$ cat config.mk
export PLATFORM = sky130hd
export DESIGN_NAME = qspi_datapath
export DESIGN_NICKNAME = d
export VERILOG_FILES = /design/src/rtl/qspi_pkg.sv /design/src/rtl/qspi_interface.svh /design/src/rtl/qspi_cnt.sv /design/src/rtl/qspi_datapath.sv
export SDC_FILE = /design/constraint.sdc
export NUM_CORES = 1
export LEC_CHECK = 0
export CELL_PAD_IN_SITES_DETAIL_PLACEMENT = 1
export CELL_PAD_IN_SITES_GLOBAL_PLACEMENT = 1
export CORE_ASPECT_RATIO = 1.1
export CORE_MARGIN = 4
export CORE_UTILIZATION = 38
export DETAILED_ROUTE_END_ITERATION = 6
export PLACE_DENSITY_LB_ADDON = 0.1
export SKIP_LAST_GASP = 1
export SYNTH_ARGS = -nofsm -noshare
export SYNTH_HDL_FRONTEND = slang
export SYNTH_HIERARCHICAL = 1
export SYNTH_SLANG_ARGS = --single-unit
$ cat constraint.sdc
create_clock -name clk -period 2.04 [get_ports clk]
set_input_delay 0.408 -clock clk [delete_from_list [all_inputs] [get_ports clk]]
set_output_delay 0.408 -clock clk [all_outputs]
set_load 0.005 [all_outputs]
$ cat src/rtl/qspi_pkg.sv
// rtl/qspi_pkg.sv - compilation unit carrying the qspi_pkg package
`include "qspi_interface.svh"

$ cat src/rtl/qspi_interface.svh
// rtl/qspi_interface.svh - shared QSPI command encodings and geometry constants
`ifndef QSPI_INTERFACE_SVH
`define QSPI_INTERFACE_SVH
package qspi_pkg;
  typedef enum logic [7:0] {
    CmdReset   = 8'h99,
    CmdPowerUp = 8'hAB,
    CmdRead    = 8'hEB
  } cmd_t;

  localparam int QSPI_ADDR_BITS    = 24;
  localparam int QSPI_LINE_BITS    = 128;
  localparam int QSPI_ADDR_NIBBLES = 6;
  localparam int QSPI_LINE_NIBBLES = QSPI_LINE_BITS / 4;
endpackage
`endif

$ cat src/rtl/qspi_cnt.sv
// rtl/qspi_cnt.sv - 8-bit clearable, saturating cycle counter with target compare
module qspi_cnt (
  input  logic       clk,
  input  logic       rst,
  input  logic       clr,
  input  logic [7:0] target,
  output logic       done
);

  logic [7:0] count;

  always_ff @(posedge clk) begin
    if (rst || clr) begin
      count <= 8'd0;
    end else if (count != 8'hFF) begin
      count <= count + 8'd1;
    end
  end

  assign done = (count == target);

endmodule

$ cat src/rtl/qspi_datapath.sv
// rtl/qspi_datapath.sv - QSPI command/address/data datapath for cache line fills
// Optional QSPI_BYTE_SWAP_EN: present line_data byte-reversed (first byte at [7:0]).
module qspi_datapath
  import qspi_pkg::*;
(
  input  logic                      clk,
  input  logic                      rst,
  input  cmd_t                      cmd_in,
  input  logic                      cmd_we,
  input  logic [1:0]                out_mux,
  input  logic                      addr_shift,
  input  logic                      data_shift,
  input  logic [7:0]                cnt_val,
  input  logic                      cnt_we,
  input  logic                      cs,
  output logic                      cmd_last_cycle,
  output logic                      cmd_done,
  output logic                      addr_done,
  output logic                      cnt_done,
  input  logic [QSPI_ADDR_BITS-1:0] addr_in,
  output logic [QSPI_LINE_BITS-1:0] line_data,
  output logic                      line_valid,
  output logic                      qspi_cs_n,
  output logic [3:0]                io_out,
  output logic [3:0]                io_oe,
  input  logic [3:0]                io_in
);

  localparam logic [2:0] NIB_LAST = 3'(QSPI_ADDR_NIBBLES - 1);
  localparam logic [2:0] NIB_END  = 3'(QSPI_ADDR_NIBBLES);
  localparam logic [5:0] DATA_END = 6'(QSPI_LINE_NIBBLES);

  logic [7:0]                cmd_reg;
  logic [3:0]                bit_cnt;
  logic [QSPI_ADDR_BITS-1:0] addr_reg;
  logic [2:0]                nib_idx;
  logic [QSPI_LINE_BITS-1:0] line_reg;
  logic [5:0]                data_cnt;
  logic                      armed;
  logic                      cmd_adv;
  logic                      addr_adv;
  logic                      data_take;

  // armed is only set by cmd_we, so a reset mid-transfer blocks all shifting until reloaded
  assign cmd_adv   = armed && (out_mux == 2'd1) && !cs && (bit_cnt != 4'd8);
  assign addr_adv  = armed && addr_shift && (nib_idx != NIB_END);
  assign data_take = armed && data_shift && (data_cnt != DATA_END);

  always_ff @(posedge clk) begin
    if (rst) begin
      cmd_reg    <= 8'd0;
      bit_cnt    <= 4'd0;
      addr_reg   <= '0;
      nib_idx    <= 3'd0;
      line_reg   <= '0;
      data_cnt   <= 6'd0;
      line_valid <= 1'b0;
      armed      <= 1'b0;
    end else if (cmd_we) begin
      cmd_reg    <= cmd_in;
      addr_reg   <= addr_in;
      bit_cnt    <= 4'd0;
      nib_idx    <= 3'd0;
      data_cnt   <= 6'd0;
      line_valid <= 1'b0;
      armed      <= 1'b1;
    end else begin
      line_valid <= data_take && (data_cnt == DATA_END - 6'd1);
      if (cmd_adv) begin
        cmd_reg <= {cmd_reg[6:0], 1'b0};
        bit_cnt <= bit_cnt + 4'd1;
      end
      if (addr_adv) begin
        addr_reg <= {addr_reg[QSPI_ADDR_BITS-5:0], 4'd0};
        nib_idx  <= nib_idx + 3'd1;
      end
      if (data_take) begin
        line_reg <= {line_reg[QSPI_LINE_BITS-5:0], io_in};
        data_cnt <= data_cnt + 6'd1;
      end
    end
  end

  assign cmd_last_cycle = (out_mux == 2'd1) && (bit_cnt == 4'd7);
  assign cmd_done       = (bit_cnt == 4'd8);
  assign addr_done      = addr_shift && (nib_idx == NIB_LAST);
  assign qspi_cs_n      = cs;

  always_comb begin
    io_oe  = 4'b0000;
    io_out = 4'b0000;
    if (armed) begin
      case (out_mux)
        2'd1: begin
          io_oe  = 4'b0001;
          io_out = {3'b000, cmd_reg[7]};
        end
        2'd2: begin
          io_oe  = 4'b1111;
          io_out = addr_reg[QSPI_ADDR_BITS-1 -: 4];
        end
        default: begin
          io_oe  = 4'b0000;
          io_out = 4'b0000;
        end
      endcase
    end
  end

`ifdef QSPI_BYTE_SWAP_EN
  always_comb begin
    line_data = '0;
    for (int b = 0; b < QSPI_LINE_BITS / 8; b++) begin
      line_data[8*b +: 8] = line_reg[QSPI_LINE_BITS-8-8*b +: 8];
    end
  end
`else
  assign line_data = line_reg;
`endif

  qspi_cnt u_cnt (
    .clk    (clk),
    .rst    (rst),
    .clr    (cnt_we || cmd_we),
    .target (cnt_val),
    .done   (cnt_done)
  );

endmodule

==> results of run 1 <==
==> worst max path at each step <==
stage                     from      endpoint  slack, ns  cells past startpoint
global placement    out_mux[0]     io_out[0]      -0.36                      6
CTS                 out_mux[0]     io_out[1]       0.04                      5
floorplan           nib_idx[0]  addr_reg[23]       0.35                      6
finish              out_mux[0]     io_out[3]       0.08                      5
detailed placement  out_mux[0]     io_out[0]      -0.40                      6
global route        nib_idx[0]  addr_reg[16]       0.02                      6
==> layout make-up <==
cell class / count / area, µm² / area share (%)
multi-input cells: 509 / 3780 / 35.3
repair buffers: 224 / 2280 / 21.3
well taps: 252 / 315 / 2.94
flip-flops and latches: 183 / 3680 / 34.3
clock inverters: 14 / 183 / 1.70
clock buffers: 18 / 429 / 4.01
inverters: 14 / 52.6 / 0.490
==> cells by family after synthesis <==
kind of cell | Yosys count | share of synthesized area [%]
and+or+nand+nor | 256 | 20.0
DFF | 183 | 47.1
muxes | 129 | 16.6
AOI/OAI and AO/OA | 106 | 8.77
buffers and inverters | 75 | 4.96
adders and majority gates | 10 | 1.61
xor gates and xnor gates | 8 | 0.901
==> worst max-delay path: cells and delay by family <==
family | cells | cell delay [ns]
and+or+nand+nor | 1 | 0.16
adders and majority gates | 1 | 0.15
buffers and inverters | 3 | 0.84
==> power groups by stage <==
stage               registers, mW  logic, mW  clock network, mW
floorplan                    3.72      0.291                  0
global placement             3.73      0.486                  0
detailed placement           3.73      0.501                  0
CTS                          3.65      0.505               3.43
global route                 3.65      0.547               3.57
finish                       3.65      0.503               3.32
==> stage by stage <==
stage / instance area (µm²) / total power [mW] / hold slack [ns] / setup slack [ns]
after global placement: 10000 / 4.21 / 0.460 / -0.360
after global routing: 10700 / 7.77 / 0.501 / 0.0189
final: 10700 / 7.47 / 0.479 / 0.0759
after floorplan: 7770 / 4.01 / 0.440 / 0.354
after detailed placement: 10000 / 4.23 / 0.464 / -0.402
after CTS: 10700 / 7.58 / 0.482 / 0.0363
==> what timing repair did <==
item / CTS / global route
resized for setup: 27 / 2
setup buffers: 1 / 0
setup endpoints to repair: 12 / 5
pin swaps: 1 / 0
==> cells in the final DEF, fill, tap and decap left out, types with 2 or more instances in the layout <==
master,instances
clkdlybuf4s50_1,185
dfxtp_1,173
nand2b_1,133
mux2i_1,129
o21ai_0,37
nor2_1,32
a311oi_1,28
a21oi_1,21
buf_4,21
clkbuf_16,17
nand3_1,15
nand2_1,12
or3b_1,12
inv_1,11
buf_12,10
or3b_2,9
dfxtp_2,9
dlygate4sd2_1,8
xnor2_1,8
and3_1,7
ha_1,7
clkinv_8,7
or3_1,6
inv_6,6
o211ai_1,5
nand4_1,4
nor3_1,4
a31oi_1,4
inv_2,3
or2_2,3
nor2b_1,2
and4b_1,2
and3b_1,2
a211oi_1,2
or4_1,2
o31ai_1,2
ha_4,2
and4_1,2
==> layer usage <==
layer	vias to the layer above	part of all wire [%]
li1	3047	-
met1	2980	40
met2	133	50
met3	21	8.2
met4	0	1.6
met5	-	0
==> results.cfg, run 1 <==
[global_route]
vias_in_the_first_global_route = 6836
residual_overflow_from_global_routing = 0
antenna_violations_before_repair = 0
grtUsageMet1_pct = 20.9
grt_max_degree = 80
globalRouteMet3Util_pct = 7.79
grt_first_pass_wirelength_um = 34600
grt_use_met2_pct = 33.2
grtUsageTotal_pct = 18.9
grt_busiest_layer = met2

[min_path]
min_from = line_data[126]
worstHoldPathType = register to register
holdPathEnd = line_data[126]
min_delay_path_depth = 2

[worst_setup_path]
worst_reg2reg_path_startpoint = nib_idx[0]
timing.critical_path.arrival_ns = 1.56
slowest_stage_delay_cp_ns = 0.50
crit_path_cell_trace = dlygate4sd2_1 > inv_1 > ha_4 > and3_1 > clkdlybuf4s50_1
cp-start-kind = input port
critical_path_peak_fanout = 5
timing.reg2reg.setup_slack_ns = 0.15
worstPathRequired_ns = 1.63
timing.critical_path.to_type = output pin
timing.reg2reg.worst_path_depth = 6
critPathKind = input port to output pin
cpMaxStageDelayCell = clkdlybuf4s50_1
r2r_end = addr_reg[12]

[sta]
finClkSkew_ns = 0.0171
setup_violation_total_in_the_final_timing_report = 0
max-slew-margin-rel_pct = 66.3
timing.final.max_slew_violations = 0
clock.fmax_ghz = 0.509
final_period_minus_worst_setup_slack_ns = 1.96
hold_viol_final = 0
worstMarginPinSlew_ns = 0.505
setup_total_negative_slack_ns = 0
layout_worst_path_cycle_share_pct = 96.3
rsz0062_at_grt = false

[clocking]
tritoncts = done
tritoncts.num_buffers = 17
clock_tree_buf_depth = 2
htree_num_levels = 4
clock_latency_ns = 0.43
cts.root.buffer_cell = clkbuf_16
cts.reportedPaths.clkPinSlew_ns = 0.07
clock_sink_count = 183
post_cts_hold_buffer_count = 0

[power]
swShare_pct = 25.3
power.share.sequential_pct = 48.8
p_leak_nw = 3.68
clock_power_share_pct = 44.4
vdd.ir_drop.worst_mv = 0.568
internal-power_mw = 5.57
power_density_nw_per_um2 = 697
switch_pwr_mw = 1.89
pwr-share-comb_pct = 6.7

[logic_synthesis]
post_synth_instance_area_um2 = 7770
netlist-cell-type-count = 48
most_common_library_cells_after_synthesis = 183 x dfxtp_1, 133 x nand2b_1, 129 x mux2i_1, 37 x o21ai_0, 34 x clkbuf_1
count_of_flip_flops_with_a_built_in_enable_after_synthesis = 0
synth_cells = 767
synthTopCellsByArea = dfxtp_1 47%, mux2i_1 17%, nand2b_1 11%
dominant_cell_by_count_in_the_synthesized_netlist = dfxtp_1
synth_top_area_share_pct = 47.1
synth-warning-count = 6
ys_dominant_reg_cell = dfxtp_1
ys_async_sr_fraction_pct = 0
ys_ff_latch = 183
synth_area_per_cell_um2 = 10.1
cell_type_contributing_the_most_total_cell_area_after_synthesis = dfxtp_1
yosysSeqAreaShare_pct = 47.1
syn_nets = 830

[final_layout]
fin_nets = 1012
number_of_flip_flops_in_the_largest_register = 128
layout-area-overhead-vs-synth_pct = 37.8
post_route_cells_drive_above_1_share_pct = 9.98
fillCellCount = 2179
final_cell_count_no_fill = 1214
finish.utilization_pct = 53.6
num_antenna_cells = 0

[floorplanning]
die_y_um = 158
floorplan.die_area_um2 = 22800
core-area_um2 = 20000
floorplan.initialDensity_pct = 38.9
die_x_um = 144
io-pin-count = 195
row_count = 54

[drt]
drt_first_iter_violations = 206
detail_route.vias_per_cell = 5.09
post_detailed_route_count_of_antenna_violating_nets = 0
routed_wl_um = 21400
detail_route.first_pass.iterations = 4
wl_per_cell_um = 17.6
num_vias = 6181
drt_drc_violations_left = 0

[placed_design]
placed_wire_length_estimate_after_detailed_placement_um = 15400
dp_cells = 1181
gp_congestion = 0.825
place.port_buffers = 194

[outcome]
status = finished clean

[job]
drv_cap = 0
Power figures use the tool's default switching activity.
==> run 2: changes to the inputs <==
==> constraint.sdc (replaced) <==
create_clock -name clk -period 2.1 [get_ports clk]
set_input_delay 0.42 -clock clk [delete_from_list [all_inputs] [get_ports clk]]
set_output_delay 0.42 -clock clk [all_outputs]
set_load 0.005 [all_outputs]
==> results.cfg, run 2 (same netlist as run 1, synthesis figures left out) <==
[floorplanning]
io-pin-count = 195
row_count = 54
floorplan.initialDensity_pct = 38.9
die_y_um = 158
die_x_um = 144
floorplan.die_area_um2 = 22800
core-area_um2 = 20000

[power]
vdd.ir_drop.worst_mv = 0.520
p_leak_nw = 3.69
power_density_nw_per_um2 = 674

[sta]
finClkSkew_ns = 0.0140
timing.final.max_slew_violations = 0
max-slew-margin-rel_pct = 72.9
setup_violation_total_in_the_final_timing_report = 0
worst_hold_slack_ns = 0.413
clock.fmax_ghz = 0.505
layout_worst_path_cycle_share_pct = 94.3
hold_viol_final = 0
final_period_minus_worst_setup_slack_ns = 1.98
worstMarginPinSlew_ns = 0.406
rsz0062_at_grt = false

[global_route]
grt_first_pass_wirelength_um = 34900
grtUsageTotal_pct = 19.1
grt_max_degree = 81
globalRouteMet3Util_pct = 8.64
vias_in_the_first_global_route = 6784
residual_overflow_from_global_routing = 0
grt_use_met2_pct = 33.7
antenna_violations_before_repair = 0
grt_busiest_layer = met2
grtUsageMet1_pct = 21.3

[final_layout]
most-common-layout-cells = 185 x clkdlybuf4s50_1, 176 x dfxtp_1, 133 x nand2b_1
layout-area-overhead-vs-synth_pct = 37.8
final_cell_count_no_fill = 1215
number_of_flip_flops_in_the_largest_register = 128
post_route_cells_drive_above_1_share_pct = 9.55
fillCellCount = 2180
num_antenna_cells = 0
layout.cells.most_common = clkdlybuf4s50_1
finish.utilization_pct = 53.6
fin_nets = 1013

[worst_setup_path]
cp-start-kind = input port
count_of_buffering_cells_on_the_critical_path_with_inverters_included = 3
critPathKind = input port to output pin
gate_family_responsible_for_the_most_delay_along_the_worst_path = buffers and inverters
critical_path_peak_fanout = 5
timing.critical_path.arrival_ns = 1.56
timing.critical_path.to_type = output pin
timing.reg2reg.setup_slack_ns = 0.27
worstPathRequired_ns = 1.68
slowest_stage_delay_cp_ns = 0.50
cpMaxStageDelayCell = clkdlybuf4s50_1
crit_path_cell_trace = dlygate4sd2_1 > inv_2 > ha_4 > and3_1 > clkdlybuf4s50_1

[clocking]
clock_sink_count = 183
tritoncts = done
clock_tree_buf_depth = 2
tritoncts.num_buffers = 17
cts.reportedPaths.clkPinSlew_ns = 0.06
clock_latency_ns = 0.43
htree_num_levels = 4
post_cts_hold_buffer_count = 0
cts.root.buffer_cell = clkbuf_16

[job]
drv_cap = 0

[placed_design]
dp_cells = 1182
place.port_buffers = 194
gp_congestion = 0.800
placed_wire_length_estimate_after_detailed_placement_um = 15500

[drt]
wl_per_cell_um = 17.7
post_detailed_route_count_of_antenna_violating_nets = 0
detail_route.first_pass.iterations = 4
drt_drc_violations_left = 0
detail_route.vias_per_cell = 5.11
drt_first_iter_violations = 223
routed_wl_um = 21500
num_vias = 6209

[min_path]
worstHoldPathType = input port to register

[outcome]
status = finished clean
## run 2: changes by cell type in the layout (fill, tap and decap cells not counted), moves of 2 or more
cell,previous run,this run
clkinv_8,7,1
inv_8,0,3
clkinvlp_4,0,2
dfxtp_2,9,7
dfxtp_1,173,176
buf_12,10,12
dlygate4sd2_1,8,6
## run 2: final timing paths
kind | startpoint | end | cells after the start
setup / recovery | out_mux[0] | io_out[2] | 5
hold / removal | rst | addr_reg[2] | 2
setup reg to reg | nib_idx[0] | addr_reg[16] | 6
hold reg to reg | line_data[126] | line_data[126] | 2
## run 2: timing repair
item / 4_1_cts / 5_1_grt
cloned: 0 / 0
pin swaps: 1 / 0
gates resized for setup: 23 / 1
setup buffers: 1 / 0
setup endpoints to repair: 12 / 1
## run 2: through the flow
step	instance area (µm²)	power [mW]	TNS [ns]	setup WS, ns
after floorplan	7770	3.90	0	0.414
after global placement	10100	4.10	-1.81	-0.315
after detailed placement	10100	4.12	-5.25	-0.364
after CTS	10700	7.32	0	0.0240
after global routing	10700	7.53	0	0.0442
final	10700	7.22	0	0.121
## run 2: metal layers
metal	vias to the layer above	routed length, µm	part of all wire [%]
li1	3050	-	-
met1	3010	8570	40
met2	137	10900	50
met3	12	1940	9.0
met4	0	158	0.73
met5	-	0	0
## run 2: layout make-up
class / count / area (µm²) / area share, %
tap: 252 / 315 / 2.94
sequential: 183 / 3670 / 34.3
inverter: 14 / 52.6 / 0.490
clock buffer: 18 / 429 / 4.01
clock inverter: 14 / 153 / 1.42
multi-input combinational: 509 / 3770 / 35.2
timing repair buffer: 225 / 2320 / 21.6
## run 2: report_power, final
part | internal [mW] | switching [mW] | total, mW
Combinational | 0.278 | 0.219 | 0.497
Sequential | 3.52 | 0.0260 | 3.54
Clock | 1.69 | 1.49 | 3.18
==> RTL change 1 (settings of run 2) <==
`QSPI_ADDR_BITS`: 24 -> 36.
--- a/src/rtl/qspi_interface.svh
+++ b/src/rtl/qspi_interface.svh
@@ -8,7 +8,7 @@
     CmdRead    = 8'hEB
   } cmd_t;
 
-  localparam int QSPI_ADDR_BITS    = 24;
+  localparam int QSPI_ADDR_BITS    = 36;
   localparam int QSPI_LINE_BITS    = 128;
   localparam int QSPI_ADDR_NIBBLES = 6;
   localparam int QSPI_LINE_NIBBLES = QSPI_LINE_BITS / 4;
Ports: changed (resized addr_in); port bits go from 195 to 207. No check against the original RTL was run, so the function may have changed too.
==> RTL change 1 against run 2 <==
- hold slack improved by 0.047 ns
- clock skew rose by 0.00092 ns
- sequential cell count rose by 12
- worst setup slack improved by 0.015 ns
- sequential share of layout area fell by 0.37 points
- final area rose by 7.8%
- critical endpoint is now io_out[3]
- power rose by 5.3%
- first-iteration DRC count rose by 8.1%
- wire length rose by 4.7%
- combinational power rose by 16%
- count of clock-buffer cells in the layout fell by 1
- area after synthesis rose by 8.1%
- largest cell class unchanged
==> RTL change 1: results <==
[global_route]
grt_pass1_wl_um = 36800
grtUsageTotal_pct = 18.5
grtUsageMet2_pct = 30.1
grt_pass1_vias = 7083
grt_max_degree = 61
use_met1_pct = 23.0

[place]
placed_cell_area_mm2 = 0.0109
hpwl_um = 16200
io_buffers = 206
gp_congestion = 0.765

[yosys]
synth_top_cells_by_area = dfxtp_1 (46%), mux2i_1 (15%), nand2b_1 (9.9%)
synth.top_cell.area_share_pct = 46.5
synth-xor-area-share_pct = 0.834
synth-seq-area-share_pct = 46.5
muxShareOfSynthArea_pct = 15.4
yosysWarnings = 6
syn_nets = 913
synthAdderAreaFrac_pct = 1.49
synth_compound_area_share_pct = 10.2
synth_common_cells = dfxtp_1 (195), nand2b_1 (133), mux2i_1 (129)
synth_cells = 838

[finish]
num-nonclk-buffers = 248
drive_above_1_share_pct = 9.67
nonClkBufAreaFrac_pct = 22.0
fillCellCount = 2381
area_share_clock_buf_inv_pct = 5.14
nNetsFinal = 1108
multi_input_gates = 557
seq_share_pct = 33.9
clockBufferCount = 17
multi_input_area_share_pct = 35.3

[clock_network]
cts_resized = 22
clk_pin_slew_worst_paths_ns = 0.08
postCtsSetupBuffers = 0

[pwr]
p_sw_share_pct = 25.1
vdd_drop_max_mv = 0.476
leakagePower_uw = 0.00397

[min_path]
hold-path-endpoint = addr_reg[26]

[routing]
drt_iter0_drc = 241
wl_per_cell_um = 16.9
wl_met3_um = 1920
top_layer_used = met4
wirelength_um = 22500
wirelength_met1_um = 9770
vias = 6714
wl_met2_um = 10700

[sta]
finClkSkew_ns = 0.0150
slew_headroom_pct = 72.7

[worst_setup_path]
r2r_slack_ns = 0.23
crit_arrival_ns = 1.54
r2r-end = addr_reg[5]

[outcome]
status = finished clean

[floorplanning]
die_area_mm2 = 0.0246
-- RTL change 1: cell types whose count changed after synthesis --
cell and change:
buf_6 +2, a311oi_2 +2, o21ai_0 +12, nor2_1 +12
inv_1 +1, buf_2 +5, dfxtp_1 +12, clkbuf_2 -1
buf_1 +5, or3b_2 -5, inv_2 -1, or3b_1 +17
a311oi_1 +10
-- RTL change 1: critical path, delay by kind of cell --
kind	cells	cell delay, ns
adders and majority gates	1	0.15
and+or+nand+nor	1	0.15
buffers and inverters	3	0.82
-- RTL change 1: through the flow --
| stage | worst slack [ns] | hold slack (ns) | power, uW | utilization [%] |
|---|---|---|---|---|
| after floorplan | 0.407 | 0.440 | 4200 | - |
| after global placement | -0.329 | 0.466 | 4460 | 50.8 |
| after detailed placement | -0.370 | 0.463 | 4460 | 50.8 |
| after CTS | 0.00819 | 0.443 | 7710 | 53.7 |
| after global routing | 0.0568 | 0.498 | 7910 | 53.7 |
| final | 0.135 | 0.460 | 7600 | 53.7 |
-- RTL change 1: power by group through the flow --
| stage | Sequential, uW | Combinational, uW | Clock, uW |
|---|---|---|---|
| global placement | 3880 | 577 | 0 |
| detailed placement | 3880 | 581 | 0 |
| CTS | 3800 | 586 | 3330 |
| finish | 3800 | 579 | 3220 |
| global route | 3800 | 631 | 3480 |
| floorplan | 3870 | 330 | 0 |
-- RTL change 1: worst max-delay path by stage --
stage                     from      endpoint  slack [ns]
floorplan           nib_idx[0]  addr_reg[10]        0.41
global placement    out_mux[0]     io_out[0]       -0.33
detailed placement  out_mux[0]     io_out[0]       -0.37
CTS                 nib_idx[1]     addr_done       0.008
global route             armed     io_out[1]        0.06
finish              out_mux[0]     io_out[3]        0.14
==> RTL change 2 (flow settings as in run 2) <==
Made on the original files. Compare `bit_cnt` against `4'd7` with >= in place of ==.
--- a/src/rtl/qspi_datapath.sv
+++ b/src/rtl/qspi_datapath.sv
@@ -81,7 +81,7 @@
     end
   end
 
-  assign cmd_last_cycle = (out_mux == 2'd1) && (bit_cnt == 4'd7);
+  assign cmd_last_cycle = (out_mux == 2'd1) && (bit_cnt >= 4'd7);
   assign cmd_done       = (bit_cnt == 4'd8);
   assign addr_done      = addr_shift && (nib_idx == NIB_LAST);
   assign qspi_cs_n      = cs;
Behaviour: no difference found for any inputs over 4 cycles, from zero or initial values and one cycle with rst high; that may be too few to reach the edited logic, so the function may still have changed.
==> RTL change 2 against run 2 <==
- power is essentially flat
- wire length shrank 0.73%
- sequential cell count is the same
- sequential power is essentially flat
- area after synthesis is essentially flat
- count of clock-buffer cells in the layout is the same
- worst setup slack gained 0.059 ns
- final area grew 0.46%
- largest power group unchanged
==> RTL change 2: results <==
[sta]
finClkSkew_ns = 0.0134
worstMarginPinSlew_ns = 0.478
fin_crit_sh_pct = 91.4

[place]
dp.cells = 1184
hpwl_um = 15600
gp_congestion = 0.840
post-place-ws_ns = -0.367
placed_cell_area_mm2 = 0.0101

[global_route]
grtUsageMet2_pct = 33.4
grt_pass1_wl_um = 34600
grt_use_met3_pct = 7.61
grt_max_degree = 66
grtUsageTotal_pct = 18.9
grt_pass1_vias = 6800
use_met1_pct = 20.9

[yosys]
synth.distinct_cells = 48
synth_top_cells_by_area = dfxtp_1 (47%), mux2i_1 (17%), nand2b_1 (11%)
synth_common_cells = dfxtp_1 (183), nand2b_1 (133), mux2i_1 (129)
synth-seq-area-share_pct = 47.1
synth_cells = 768
syn_nets = 831

[worst_setup_path]
cp_max_fo = 1
r2r_slack_ns = 0.30
setup.worst_path.end = cnt_done
cp-startpoint = cnt_val[6]
crit_arrival_ns = 1.50

[routing]
drt_iter0_drc = 194
wl_met3_um = 1590
vias = 6251
wl_met2_um = 11100
wl_per_cell_um = 17.6
drt_pre_antenna_iters = 5
wirelength_um = 21400
wirelength_met1_um = 8450

[clock_network]
clock_latency_ns = 0.43
cts.htree.levels = 4
cts_buffers = 17

[finish]
nNetsFinal = 1016
drive_above_1_share_pct = 9.32
fillCellCount = 2176
multi_input_area_mm2 = 0.00377
largest_reg_flops = 128

[pwr]
leakagePower_uw = 0.00374
vdd_drop_max_mv = 0.503

[outcome]
status = finished clean

[min_path]
min_from = rst
RTL change 2: changes by cell type after synthesis, sizes merged:
cell,before,now
a21oi,21,22
clkbuf,37,34
buf,24,27
and4b,2,1
nor2b,3,4
RTL change 2: timing repair:
item                       4_1_cts  5_1_grt
pin swaps                        2        0
gates cloned                     0        0
setup buffers                    2        0
setup endpoints to repair       12        2
gates resized for setup         27        5
RTL change 2: cell families (layout without fill, tap and decap cells):
kind of cell    count (synthesis)  in the layout  synth area share (%)
buf+inv                        75            273                  5.00
mux                           129            129                  16.6
fa+ha+maj                      10             10                  1.61
compound gates                107            107                  8.83
simple gates                  256            256                  20.0
xor+xnor                        8              8                 0.901
flops                         183            183                  47.1
RTL change 2: layout make-up:
class | count | share of cell area [%]
Sequential cell | 183 | 34.1
Multi-Input combinational cell | 510 | 35.1
Timing Repair Buffer | 227 | 21.9
Inverter | 14 | 0.488
Clock buffer | 18 | 4.08
Tap cell | 252 | 2.93
Clock inverter | 14 | 1.45
RTL change 2: how the worst min path moves through the flow:
stage	endpoint	slack [ns]	cells after the start
4_1_cts	armed	0.44	2
6_report	armed	0.45	2
3_3_place_gp	line_data[125]	0.46	2
3_5_place_dp	line_data[126]	0.47	2
2_1_floorplan	line_valid	0.44	1
5_1_grt	armed	0.51	2
RTL change 2: where the power goes:
part / switching (uW) / internal (uW) / leakage [uW]
Combinational: 218 / 282 / 0.00197
Sequential: 27.4 / 3520 / 0.00149
Clock: 1540 / 1630 / 0.000289
Total: 1790 / 5430 / 0.00374
RTL change 2: worst max-delay path, stage by stage:
cell             delay (ns)
clkdlybuf4s50_1        0.48
xnor2_1                0.13
nand4_1                0.10
nor2_1                 0.12
dlygate4sd2_1          0.25
